<file path="src/rtl/mult_pkg.sv">
// Shared definitions for the systolic multiplier edge registers.
//
// Contents:
//   y_state_t  - state encoding of the result-capture register (y_reg)
//   MAX_STAGES - number of result words captured per run (pipeline depth)
//   IDX_W      - width of the absolute read index
//   PROD_W     - width of one product word (8x8 multiply)
//
// The constants are also used by the operand-side shift register, so
// keep both sides in step when changing them.
package mult_pkg;

  typedef enum logic [1:0] {
    IDLE    = 2'd0,
    WAIT    = 2'd1,
    CAPTURE = 2'd2,
    DONE    = 2'd3
  } y_state_t;

  localparam int MAX_STAGES = 8;
  localparam int IDX_W      = 5;
  localparam int PROD_W     = 16;

endpackage : mult_pkg

</file>
<file path="src/rtl/y_reg.sv">
// Result-capture register at the output edge of the systolic array.
//
// After an accepted start it waits LAT enabled cycles, then shifts in
// DEPTH result words, one per enabled cycle, into a register array that
// the host side reads back by absolute index.
//
// Ports:
//   clk       - clock, all state updates on the rising edge
//   rst       - synchronous active-high reset, overrides every other input
//   enable    - global advance; low freezes FSM, counters and writes
//   start     - begin a capture run (IDLE or DONE only, enable=1)
//   din       - result word from the array output
//   idx       - absolute read index
//   dout      - registered read data, 1-cycle latency, 0 when idx >= DEPTH
//   busy      - high in WAIT and CAPTURE
//   done      - high in DONE; contents stable until the next start
//   state_dbg - current FSM state, for observation only
//
// Handshake: there is no ready/ack. A start is accepted on an edge with
// enable=1 while the FSM is in IDLE or DONE; in WAIT or CAPTURE it is
// dropped. din is a free-running stream and is sampled on the enabled
// edges E0+LAT+1+k (k = 0..DEPTH-1), E0 being the accepting edge;
// edges with enable=0 are not counted.
module y_reg
  import mult_pkg::*;
#(
  parameter int WIDTH = PROD_W,
  parameter int DEPTH = MAX_STAGES,
  parameter int LAT   = 2
) (
  input  logic             clk,
  input  logic             rst,
  input  logic             enable,
  input  logic             start,
  input  logic [WIDTH-1:0] din,
  input  logic [IDX_W-1:0] idx,
  output logic [WIDTH-1:0] dout,
  output logic             busy,
  output logic             done,
  output y_state_t         state_dbg
);

  localparam int PTR_W = (DEPTH > 1) ? $clog2(DEPTH) : 1;
  localparam int CNT_W = (LAT > 1) ? $clog2(LAT) : 1;

  // Last latency count before capture starts; unused when LAT == 0.
  localparam logic [CNT_W-1:0] LAT_LAST = CNT_W'((LAT > 0) ? LAT - 1 : 0);
  localparam logic [PTR_W-1:0] PTR_LAST = PTR_W'(DEPTH - 1);

  y_state_t         state;
  logic [PTR_W-1:0] wr_ptr;
  logic [CNT_W-1:0] lat_cnt;
  logic [WIDTH-1:0] mem [DEPTH];

  always_ff @(posedge clk) begin
    if (rst) begin
      state   <= IDLE;
      wr_ptr  <= '0;
      lat_cnt <= '0;
      dout    <= '0;
      for (int i = 0; i < DEPTH; i++) begin
        mem[i] <= '0;
      end
    end else begin
      // Read port runs every cycle regardless of enable/state. Because
      // mem is updated with non-blocking assignments, a read of the slot
      // being written this edge returns the old contents.
      if (int'(idx) < DEPTH) begin
        dout <= mem[idx[PTR_W-1:0]];
      end else begin
        dout <= '0;
      end

      if (enable) begin
        case (state)
          IDLE, DONE: begin
            if (start) begin
              lat_cnt <= '0;
              wr_ptr  <= '0;
              state   <= (LAT > 0) ? WAIT : CAPTURE;
            end
          end

          WAIT: begin
            if (lat_cnt == LAT_LAST) begin
              wr_ptr <= '0;
              state  <= CAPTURE;
            end else begin
              lat_cnt <= lat_cnt + CNT_W'(1);
            end
          end

          CAPTURE: begin
            mem[wr_ptr] <= din;
            if (wr_ptr == PTR_LAST) begin
              wr_ptr <= '0;
              state  <= DONE;
            end else begin
              wr_ptr <= wr_ptr + PTR_W'(1);
            end
          end

          default: state <= IDLE;
        endcase
      end
    end
  end

  // Decodes of the state register; they follow the transitioning edge.
  assign busy      = (state == WAIT) || (state == CAPTURE);
  assign done      = (state == DONE);
  assign state_dbg = state;

endmodule : y_reg
</file>
<file path="config.mk">
export PLATFORM = sky130hd
export DESIGN_NAME = y_reg
export DESIGN_NICKNAME = d
export VERILOG_FILES = /design/src/rtl/mult_pkg.sv /design/src/rtl/y_reg.sv
export SDC_FILE = /design/constraint.sdc
export NUM_CORES = 1
export LEC_CHECK = 0
export ABC_CLOCK_PERIOD_IN_PS = 2200
export CAP_MARGIN = 20
export CORE_ASPECT_RATIO = 1.5
export CORE_MARGIN = 2
export CORE_UTILIZATION = 57
export CTS_CLUSTER_DIAMETER = 200
export DETAILED_ROUTE_END_ITERATION = 10
export PLACE_DENSITY = 0.78
export SYNTH_ARGS = -nofsm -noshare
export SYNTH_HDL_FRONTEND = slang
export SYNTH_SLANG_ARGS = --single-unit
</file>
<file path="constraint.sdc">
create_clock -name clk -period 2.2 [get_ports clk]
set_clock_uncertainty 0.05 [all_clocks]
set_input_delay 0.44 -clock clk [delete_from_list [all_inputs] [get_ports clk]]
set_output_delay 0.44 -clock clk [all_outputs]
set_load 0.01 [all_outputs]
</file>
* Yosys cells after proc, flatten, opt, wreduce, memory -nomap -nowiden *
Memory sizes are Yosys's and may differ from the RTL's. A register that Yosys moved wholly into a read port is not among the register bits.
Index checks and enable logic that the tools add are counted.

storage, ports and cells
  register bits after elaboration = 6
  latch bits = 0
  bits in writable memories = 128
  memory bits (read-only) = 0
  output and inout port bits = 20
  logic and storage cells = 44
  memories = 1

operators by class
  $add $sub $neg = 2
  multipliers = 0
  divide/modulo/power cells = 0
  order comparisons = 1
  equality and inequality tests = 7
  shift operators = 0
  mux-type cells = 20
  bitwise logic cells = 1
  reductions and logical operators = 9

memories
  memory  depth  width  read ports  clocked after Yosys merged registers in  write ports  RTL line     text
  mem     8      16     1           1                                        8            y_reg.sv:53  logic [WIDTH-1:0] mem [DEPTH];

operator list
  kind                                                  count
  2-to-1 mux 16 bit                                     1
  OR reduction 16 bit                                   1
  2-to-1 mux 3 bit                                      4
  2-to-1 mux 1 bit                                      9
  one-hot mux 3 bit (3 select lines)                    1
  2-to-1 mux 2 bit                                      3
  inequality test 2 bit (second input constant)         3
  one-hot mux 2 bit (3 select lines)                    1
  AND reduction 3 bit                                   2
  < comparator 5 x 4 -> 1 bit (second input constant)   1
  equality test 2 bit (second input constant)           2
  AND reduction 4 bit                                   1
  OR reduction 2 bit                                    2
  adder 3 x 1 -> 3 bit (second input constant)          1
  equality test 3 bit (second input constant)           1
  equality test 2 x 1 -> 1 bit (second input constant)  1
  zero test 2 bit                                       1
  one-hot mux 1 bit (2 select lines)                    1
  nonzero test 2 bit                                    1
  adder 1 bit (second input constant)                   1
  logical OR 1 bit                                      1
  NOT 1 bit                                             1

* Logic depth before layout (Yosys ltp) *
Gate-level depths: netlist of the first run.

  word-level depth = 7
  depth in mapped cells = 6
  gate-level depth less buffers = 5

* Worst setup path before layout of the first run *
OpenSTA, ideal clock, no wires.

  path type = register to register
  start = register state[0], in the netlist state_dbg[0]
  end = memory mem[0][0] in the netlist's numbering (enable)
  arrival time = 1.560 ns
  setup slack = 0.256 ns
  stages on the path, launching flop included = 6
  clock period less this slack = 1.944 ns
  cells stage by stage = dfxtp_1 inv_1 ha_1 nand4bb_2 nor3_1 or2_2

RTL lines
  element                 RTL line     text
  start, declared         y_reg.sv:50  y_state_t state;
  start signal, assigned  y_reg.sv:80  state <= (LAT > 0) ? WAIT : CAPTURE;
  end, declared           y_reg.sv:53

* Final worst setup path of the first run *
  start = register state[1], in the netlist state_dbg[1]
  end = output port done

on the way
  word-level cells in the longest chain between the ends = 1

ends and longest elaborated chain
  element              RTL line      text
  equality test 2 bit  y_reg.sv:111  assign done = (state == DONE);
  end, declared        y_reg.sv:39   output logic done,

No other way between the ends.

==> metrics, run 1 <==
fmax=486 MHz; Area Overhead vs Synth=22.7%; Row Count=47; Mapped Cells=between 400 and 500; RSZ-0062 raised after global routing=false; Leak=2.94 nW; Worst Reg-to-Reg Cells=5; final setup fails=0; sequential share of the synthesized area=66.2%; initial core utilization=between 50 and 60%; Post-CTS Setup Bufs=0; Distinct cells, synth=30; Root Buffer=clkbuf_16; Hold Crit Start=wr_ptr[1]; Clk Latency, worst-skew pair=0.42 ns; CP endpoint kind=output port; die footprint=roughly 0.012 mm2; Total GRT Usage=23.3%; worst endpoint required time=1.71 ns; Die Wd=slightly above 90 um; Synth Flop Type=edfxtp_1; I/O Buffers=44; Post-route DRC=0; dpl hpwl=a little under 9 mm; CTS tree=done; CTS clk-pin slew, worst paths=~0.06 ns; Worst Path Max Fanout=4; Min Clock Period, post-route=slightly above 2 ns; post-synth top area share=59.4%; # diodes=0; Slew Limit Fails=0; ys async rst share=0%; Worst EP arrival=between 1.5 and 2 ns; DR vias=roughly 3,600; CP startpoint kind=register; post-synthesis register bit count=150; post-synthesis net count=approximately 440; MaxCap Viol Count=0; core area=about 0.011 mm2; WHS Path Cells=2; Tightest Pin Transition=approximately 0.52 ns; most common cell after layout, fill and taps aside=edfxtp_1; most frequent cells in the layout=edfxtp_1 (128), and2_1 (112), clkdlybuf4s50_1 (42); final cycle utilization of the critical path=between 90% and 100%; Die Height=~130 um; EDFF count, synth=~130; R2R setup slack=between 0.2 and 0.3 ns; RD Place Congestion=0.797; relative slew slack=between 60% and 70%; H-Tree Depth=4; Hold Path Class=register to register; wire per inst=roughly 21 um; Worst Hold End=wr_ptr[1]; Pwr Density=817 mW/mm2; worst reg2reg path endpoint=state_dbg[0]; clock sink total=150; Total Routed Length=about 13 mm; TNS Setup=0 ns; largest net degree at the start of global routing=33; Ports=between 40 and 50; Initial DRT Pass Iterations=4; DRT antenna net count=0; Syn Area/Cell=16.0 um2; Layout Nets=between 500 and 600; wire length of the first global-routing pass=roughly 20 mm; worst r2r src=wr_ptr[0]; vias in the first global route=3,817; Synth area leader=edfxtp_1; Synth area leaders=edfxtp_1 (59%), mux4_2 (11%), and2_1 (11%), dfxtp_1 (6.8%), a22o_1 (2.2%); total gr overflow=0; post-CTS sizing=4; outcome=completed; TritonCTS Buffers=17; fin area=approximately 0.0079 mm2; CP Class=register to output port; Post-Syn Area=0.00647 mm2; Peak VDD IR=approximately 0.57 mV; DR iter-0 viols=between 200 and 250; Synth Warn #=0; Placed Area=around 0.0073 mm2; final hold vios=0; vias per cell=about 5.7; layout cell share with drive strength beyond 1=between 20% and 30%; Post-CTS Hold Buffers=0; CTS Buffer Depth=2; initial antenna violation count=0
-- per-layer routing --
| layer | wire, um | vias to the layer above | GRT usage, % |
|---|---|---|---|
| met1 | 5090 | 1824 | 28.1 |
| met4 | 296 | 0 | 9.26 |
| met2 | 7120 | 98 | 40.5 |
| met5 | 0 | - | 0 |
| met3 | 560 | 24 | 5.41 |
| li1 | - | 1650 | - |
-- critical path: stages, from the launching register on --
cell and delay, ns:
dfxtp_1 0.42, ha_1 0.19, clkdlybuf4s50_1 0.54
-- final cells by class --
cell class,count,area [um2]
inverters,5,18.8
well taps,147,184
repair buffers,68,764
fillers,719,3120
clock inverters,14,153
clock buffers,18,429
flip-flops and latches,150,4290
multi-input cells,231,2100
-- per-stage QoR --
step           setup WS [ns]  power, mW  util, %  cells  hold slack, ns
3_5_place_dp          0.0422       3.74     66.4    601           0.470
2_1_floorplan          0.256       3.50        -    405           0.419
5_1_grt               0.0599       6.67     71.8    633           0.494
3_3_place_gp           0.103       3.72     66.4    601           0.449
4_1_cts                0.124       6.52     71.8    633           0.478
6_report               0.143       6.49     71.8    633           0.476
-- state kept, by name, indices dropped and copies added, names as in the netlist --
register   count
state_dbg      2
mem          128
lat_cnt        1
dout          16
wr_ptr         3
-- cells in the mapped netlist, types with 2 or more instances --
library cell	n
buf_1	2
nor2_1	10
mux4_2	32
dfxtp_1	22
o31ai_1	3
a22o_1	16
a21oi_1	5
nand2b_1	3
nor2b_1	2
clkbuf_1	10
buf_4	2
or4_1	3
nor3_1	2
inv_1	5
ha_1	6
edfxtp_1	128
mux2_2	2
and2_2	16
buf_2	5
or2_2	8
and2_1	112
nand2_1	3
-- worst max-delay path by stage --
stage,from,to
after floorplan,state_dbg[0],mem[0][0]
after global placement,enable,mem[7][14]
after detailed placement,enable,mem[7][11]
after CTS,state_dbg[1],done
after global routing,state_dbg[1],done
final,state_dbg[1],done
-- cell families (layout without fill, tap and decap cells) --
family	after synthesis	count (layout)	share of synthesized area [%]
buffers and inverters	24	105	1.61
flip-flops	150	150	66.2
AO/OA/AOI/OAI	25	25	3.13
adder cells (fa/ha/maj)	6	6	1.16
AND/OR/NAND/NOR	166	166	16.4
multiplexers	34	34	11.5
-- power breakdown --
| part | internal, mW | switching (mW) |
|---|---|---|
| registers | 3.18 | 0.0397 |
| logic | 0.238 | 0.232 |
| clock network | 1.68 | 1.12 |
| total | 5.09 | 1.39 |
No activity file was read; power rests on OpenSTA's default activity.
==> inputs of run 2 (changes only) <==
--- a/config.mk
+++ b/config.mk
@@ -7,7 +7,6 @@
 export LEC_CHECK = 0
 export ABC_CLOCK_PERIOD_IN_PS = 2200
 export CAP_MARGIN = 20
-export CORE_ASPECT_RATIO = 1.5
 export CORE_MARGIN = 2
 export CORE_UTILIZATION = 57
 export CTS_CLUSTER_DIAMETER = 200
==> run 2 against run 1 <==
Compared with the run above: sequential power hardly changed; critical path type unchanged; design area down 0.28%; count of clock-buffer cells in the layout increased by 1; setup slack worse by 0.0043 ns; die area decreased by 0.14%; largest power group unchanged; hold slack worse by 0.013 ns; sequential share of layout area is 0.12 points higher; clock power increased by 1%; routed wire length is 1.6% higher; fmax fell by 0.21%.
==> metrics, run 2 (same netlist as run 1, synthesis figures left out) <==
outcome=completed (unchanged); final core occ=72.4% (was 71.8%); Total GRT Usage=23.6% (was 23.3%); clock sink total=150 (unchanged); Min Clock Period, post-route=2.06 ns (about the same); most common cell after layout, fill and taps aside=edfxtp_1 (unchanged); Largest register FFs=128 (unchanged); CTS tree=done (unchanged); Root Buffer=clkbuf_16 (unchanged); DR iter-0 viols=243 (was 234); relative slew slack=68.4% (was 65.0%); wire length of the first global-routing pass=21.4 mm (was 20.6 mm); fmax=485 MHz (was 486 MHz); Hold Crit Start=wr_ptr[1] (unchanged); total gr overflow=0 (unchanged); wire per inst=21.1 um (was 20.6 um); Peak VDD IR=0.863 mV (was 0.574 mV); CTS Buffer Depth=2 (unchanged); layout cell share with drive strength beyond 1=24.4% (was 24.7%); Initial DRT Pass Iterations=5 (was 4); TNS Setup=0 ns (unchanged); vias in the first global route=3,920 (was 3,817); Row Count=38 (was 47); CTS clk-pin slew, worst paths=0.06 ns (about the same); Leak=2.96 nW (was 2.94 nW); DRT antenna net count=0 (unchanged); Die Height=111 um (was 134 um); CP startpoint kind=register (unchanged); Largest Register=mem (unchanged); Pwr Density=825 mW/mm2 (was 817 mW/mm2); worst endpoint required time=1.71 ns (about the same); CP Class=register to output port (unchanged); dpl hpwl=8.70 mm (was 8.89 mm); Total Routed Length=13.3 mm (was 13.1 mm); Die Wd=111 um (was 91.0 um); largest registers=mem x128, dout x16, wr_ptr x3 (unchanged); Slew Limit Fails=0 (unchanged); largest net degree at the start of global routing=33 (unchanged); die footprint=0.0122 mm2 (about the same); fin area=0.00792 mm2 (was 0.00794 mm2); Ports=45 (unchanged); initial core utilization=59.2% (was 58.5%); Layout Nets=506 (was 504); Worst EP arrival=1.57 ns (about the same); final hold vios=0 (unchanged); post-place setup slack=0.0209 ns (was 0.0422 ns); initial antenna violation count=0 (unchanged); core area=0.0109 mm2 (was 0.0111 mm2); RD Place Congestion=0.792 (was 0.797); H-Tree Depth=4 (unchanged); Placed Area=0.00732 mm2 (was 0.00734 mm2); TritonCTS Buffers=17 (unchanged); vias per cell=5.77 (was 5.68); CP endpoint kind=output port (unchanged); worst r2r src=wr_ptr[0] (unchanged); I/O Buffers=44 (unchanged); Power Total=6.53 mW (was 6.49 mW); Post-CTS Hold Buffers=0 (unchanged); RSZ-0062 raised after global routing=false (unchanged); MaxCap Viol Count=0 (unchanged); final setup fails=0 (unchanged); Post-route DRC=0 (unchanged); # diodes=0 (unchanged); most frequent cells in the layout=edfxtp_1 (128), and2_1 (112), clkdlybuf4s50_1 (42) (unchanged); Area Overhead vs Synth=22.4% (was 22.7%); Crit. Startpoint=state_dbg[1] (unchanged); final worst setup slack=0.139 ns (was 0.143 ns); Tightest Pin Transition=0.473 ns (was 0.524 ns); Post-CTS Setup Bufs=0 (unchanged); Hold Path Class=register to register (unchanged); DR vias=3,626 (was 3,596); Worst Path Max Fanout=4 (unchanged); final cycle utilization of the critical path=93.7% (was 93.5%); Clk Latency, worst-skew pair=0.42 ns (about the same)
[run 2: cell count changes in the layout (fill, tap and decap cells not counted), sizes merged]
| cell | change |
|---|---|
| bufinv | +1 |
| buf | +2 |
| clkbuf | +1 |
| clkinvlp | -2 |
| clkinv | +3 |
| inv | -3 |
[run 2: path summary, 6_finish.rpt]
kind	endpoint	slack, ns	cells past startpoint
worst max-delay path	done	0.14	2
worst min-delay path	wr_ptr[1]	0.46	2
worst max register to register	state_dbg[0]	0.25	5
worst min register to register	wr_ptr[1]	0.46	2
[run 2: critical path: stages (launching register included)]
cell	delay (ns)
dfxtp_1	0.42
ha_1	0.18
clkdlybuf4s50_1	0.54
[run 2: layer usage]
metal  track usage [%]  wire length (um)  up-vias
met2              37.9              6830      128
met1              32.4              5300     1834
met5                 0                 0        -
met4              9.00               162        0
li1                  -                 -     1650
met3              4.88               974       14
[run 2: timing repair]
item | CTS | global route
hold endpoints to repair | 0 | 0
resized for setup | 3 | 0
setup endpoints to repair | 1 | 0
[run 2: cell type report]
| cell class | instances | area, um2 |
|---|---|---|
| Clock inverter | 13 | 138 |
| Clock buffer | 19 | 443 |
| Tap cell | 140 | 175 |
| Multi-Input combinational cell | 231 | 2100 |
| Fill cell | 707 | 3020 |
| Sequential cell | 150 | 4290 |
| Timing Repair Buffer | 70 | 754 |
| Inverter | 5 | 18.8 |
[run 2: per-stage QoR]
stage               cells  hold slack (ns)
floorplan             405            0.419
global placement      596            0.446
detailed placement    596            0.454
CTS                   628            0.461
global route          628            0.495
finish                628            0.463
[run 2: where the power goes]
part           internal (mW)  switching (mW)
Sequential              3.18          0.0359
Combinational          0.238           0.237
Clock                   1.78            1.06
==> variant 1 (flow settings as in run 2) <==
Register the outputs `busy` and `done`; this adds one clock of latency there. The other outputs are not delayed to match.
--- a/src/rtl/y_reg.sv
+++ b/src/rtl/y_reg.sv
@@ -107,8 +107,10 @@
   end
 
   // Decodes of the state register; they follow the transitioning edge.
-  assign busy      = (state == WAIT) || (state == CAPTURE);
-  assign done      = (state == DONE);
+  always_ff @(posedge clk) begin
+    busy <= (state == WAIT) || (state == CAPTURE);
+    done <= (state == DONE);
+  end
   assign state_dbg = state;
 
 endmodule : y_reg
Function: changed (Yosys sat finds a counterexample within 4 cycles, from zero or initial values and one cycle with rst high).
==> variant 1 against run 2 <==
Critical path type is now reg -> reg. Synthesized area rose by 0.62%. Wire length shrank 1.6%. Sequential cell count rose by 2. Highest routed layer unchanged. Total power decreased by 0.59%. Final area is 0.76% higher. Worst setup slack better by 0.034 ns. Worst hold slack better by 0.0024 ns. Register-to-register slack got worse by 0.08 ns.
==> variant 1: results (changes against run 2) <==
Run status
  • Status: completed (unchanged)

Critical path
  • CP Data Arrival Time: 2.28 ns (was 1.57 ns)
  • Setup slack on the worst flop-to-flop path: 0.17 ns (was 0.25 ns)
  • Capturing instance or port of the critical path: state_dbg[1] (was done)
  • Largest fanout on the critical path: 7 (was 4)
  • Crit Path Category: reg -> reg (was reg -> out)
  • Critical register-to-register path startpoint: state_dbg[0] (was wr_ptr[0])
  • Endpoint of the most critical register-to-register path: state_dbg[1] (was state_dbg[0])

Timing
  • Final period utilization: 0.921 (was 0.937)
  • Headroom to the max-slew limit: 0.687 (was 0.684)

Cells and area
  • Layout clock buffer count: 20 (was 19)
  • Fraction of layout instances using a drive strength above 1: 0.244 (about the same)
  • Reg area: 4320 sq um (was 4290 sq um)

Pwr
  • Cell leakage power: 2.97 nW (was 2.96 nW)

GRT
  • Via count of the first global-routing pass: 3834 (was 3920)
  • Total routing usage reported by global routing: 0.232 (was 0.236)
  • Met2 track utilization from global routing: 0.376 (was 0.379)

Logic synthesis
  • Post-synthesis sequential element count: 152 (was 150)
  • Synthesized area divided by synthesized cell count: 16.0 sq um (about the same)
  • Sequential cell area fraction in the yosys report: 0.664 (was 0.662)

Detailed routing
  • Met2 routed wirelength: 6670 um (was 6830 um)
  • Mean routed wirelength per cell: 20.6 um (was 21.1 um)
  • Initial DRC Count: 241 (was 243)

Place
  • Post-place instance area: 7410 sq um (was 7320 sq um)
  • Placement Setup Slack: 0.0684 ns (was 0.0209 ns)
  • Routability congestion estimate: 0.745 (was 0.792)
-- variant 1: logic make-up (layout without fill, tap and decap cells) --
group	count (synthesis)	after routing	synth area share
muxes	34	34	0.114
AOI/OAI and AO/OA	25	25	0.0311
buffers and inverters	24	109	0.0160
adders and majority gates	6	6	0.0115
DFF	152	152	0.664
and+or+nand+nor	166	166	0.163
-- variant 1: worst min-delay path by stage --
stage | slack [ns] | endpoint | start | cells past startpoint
floorplan | 0.42 | wr_ptr[1] | wr_ptr[1] | 2
global placement | 0.44 | wr_ptr[1] | wr_ptr[1] | 2
detailed placement | 0.45 | wr_ptr[1] | wr_ptr[1] | 2
CTS | 0.46 | wr_ptr[1] | wr_ptr[1] | 2
global route | 0.52 | wr_ptr[1] | wr_ptr[1] | 2
finish | 0.47 | wr_ptr[1] | wr_ptr[1] | 2
-- variant 1: worst min-delay path, delay by kind of cell, from the launching register on --
| family | cells | cell delay [ns] |
|---|---|---|
| flops | 1 | 0.34 |
| compound gates | 2 | 0.13 |
==> variant 2 (flow settings as in run 2) <==
Made on the original files. `LAT`: 2 -> 4.
--- a/src/rtl/y_reg.sv
+++ b/src/rtl/y_reg.sv
@@ -26,7 +26,7 @@
 #(
   parameter int WIDTH = PROD_W,
   parameter int DEPTH = MAX_STAGES,
-  parameter int LAT   = 2
+  parameter int LAT   = 4
 ) (
   input  logic             clk,
   input  logic             rst,
Function: changed (Yosys sat finds a counterexample within 4 cycles, from zero or initial values and one cycle with rst high).
==> variant 2 against run 2 <==
Final area increased by 2.3%. Worst hold slack improved by 0.00056 ns. Synthesized area up 1.8%. Sequential cell count increased by 1. Die area up 1.7%. Via count grew 3.9%. Wire length is 2.6% higher. Worst setup slack gained 0.065 ns. Register-to-register slack hardly changed. Clock power up 12%. Critical path depth increased by 2. Total power is 6.4% higher. Fmax grew 3.3%. Global-route usage about the same. Largest power group unchanged. Highest routed layer unchanged.
==> variant 2: results (changes against run 2) <==
Run status
  • Status: completed (unchanged)

GRT
  • Met1 Usage GRT: 0.307 (was 0.324)
  • Total routing usage reported by global routing: 0.236 (about the same)
  • Global-route wire length before repair: 21300 um (was 21400 um)
  • Via count of the first global-routing pass: 3916 (was 3920)

Place
  • Post-place instance area: 7450 sq um (was 7320 sq um)
  • Routability congestion estimate: 0.759 (was 0.792)

Cells and area
  • Final-layout clock-cell area share: 0.0803 (was 0.0733)
  • Total of plain and repair buffers excluding clock buffers: 72 (was 70)
  • Syn-to-layout area delta: 23.0% (was 22.4%)
  • Number of multi-input logic gates: 251 (was 231)
  • Seq_cells: 151 (was 150)

Critical path
  • Highest cell delay on the worst timing path: 0.37 ns (was 0.54 ns)
  • CP Data Arrival Time: 1.51 ns (was 1.57 ns)
  • Capturing instance or port of the critical path: busy (was done)
  • Largest fanout on the critical path: 6 (was 4)

Logic synthesis
  • Multiplexer share of the synthesized area: 0.112 (was 0.115)
  • Complex-gate fraction of the synthesized area: 0.0179 (was 0.0313)
  • Post-Syn Nets: 473 (was 436)
  • Fraction of the mapped netlist area in adder cells: 0.0133 (was 0.0116)

Detailed routing
  • Met3 Wirelength: 969 um (was 974 um)
  • Met2 routed wirelength: 7100 um (was 6830 um)
  • Count of vias placed by the detailed router: 3769 (was 3626)

Pwr
  • Cell leakage power: 3.04 nW (was 2.96 nW)
  • IR Drop Worst-Case VDD: 0.706 mV (was 0.863 mV)

Timing
  • Tightest hold margin: 0.464 ns (was 0.463 ns)
[variant 2: cell types whose count changed after synthesis, moves of 3 or more]
| cell | delta |
|---|---|
| sky130_fd_sc_hd__nand3_1 | +17 |
| sky130_fd_sc_hd__clkbuf_2 | +3 |
| sky130_fd_sc_hd__or4_1 | -3 |
| sky130_fd_sc_hd__o21ai_0 | +16 |
| sky130_fd_sc_hd__inv_1 | +14 |
| sky130_fd_sc_hd__and2_2 | -16 |
| sky130_fd_sc_hd__and2_1 | +17 |
| sky130_fd_sc_hd__nor2_1 | -3 |
| sky130_fd_sc_hd__nor2_4 | +3 |
| sky130_fd_sc_hd__o31ai_1 | -3 |
| sky130_fd_sc_hd__nor2b_1 | +3 |
| sky130_fd_sc_hd__a22o_1 | -16 |
[variant 2: report_power, final]
| group | switching, W | internal, W |
|---|---|---|
| registers | 0.0000438 | 0.00320 |
| logic | 0.000264 | 0.000262 |
| clock network | 0.00115 | 0.00202 |
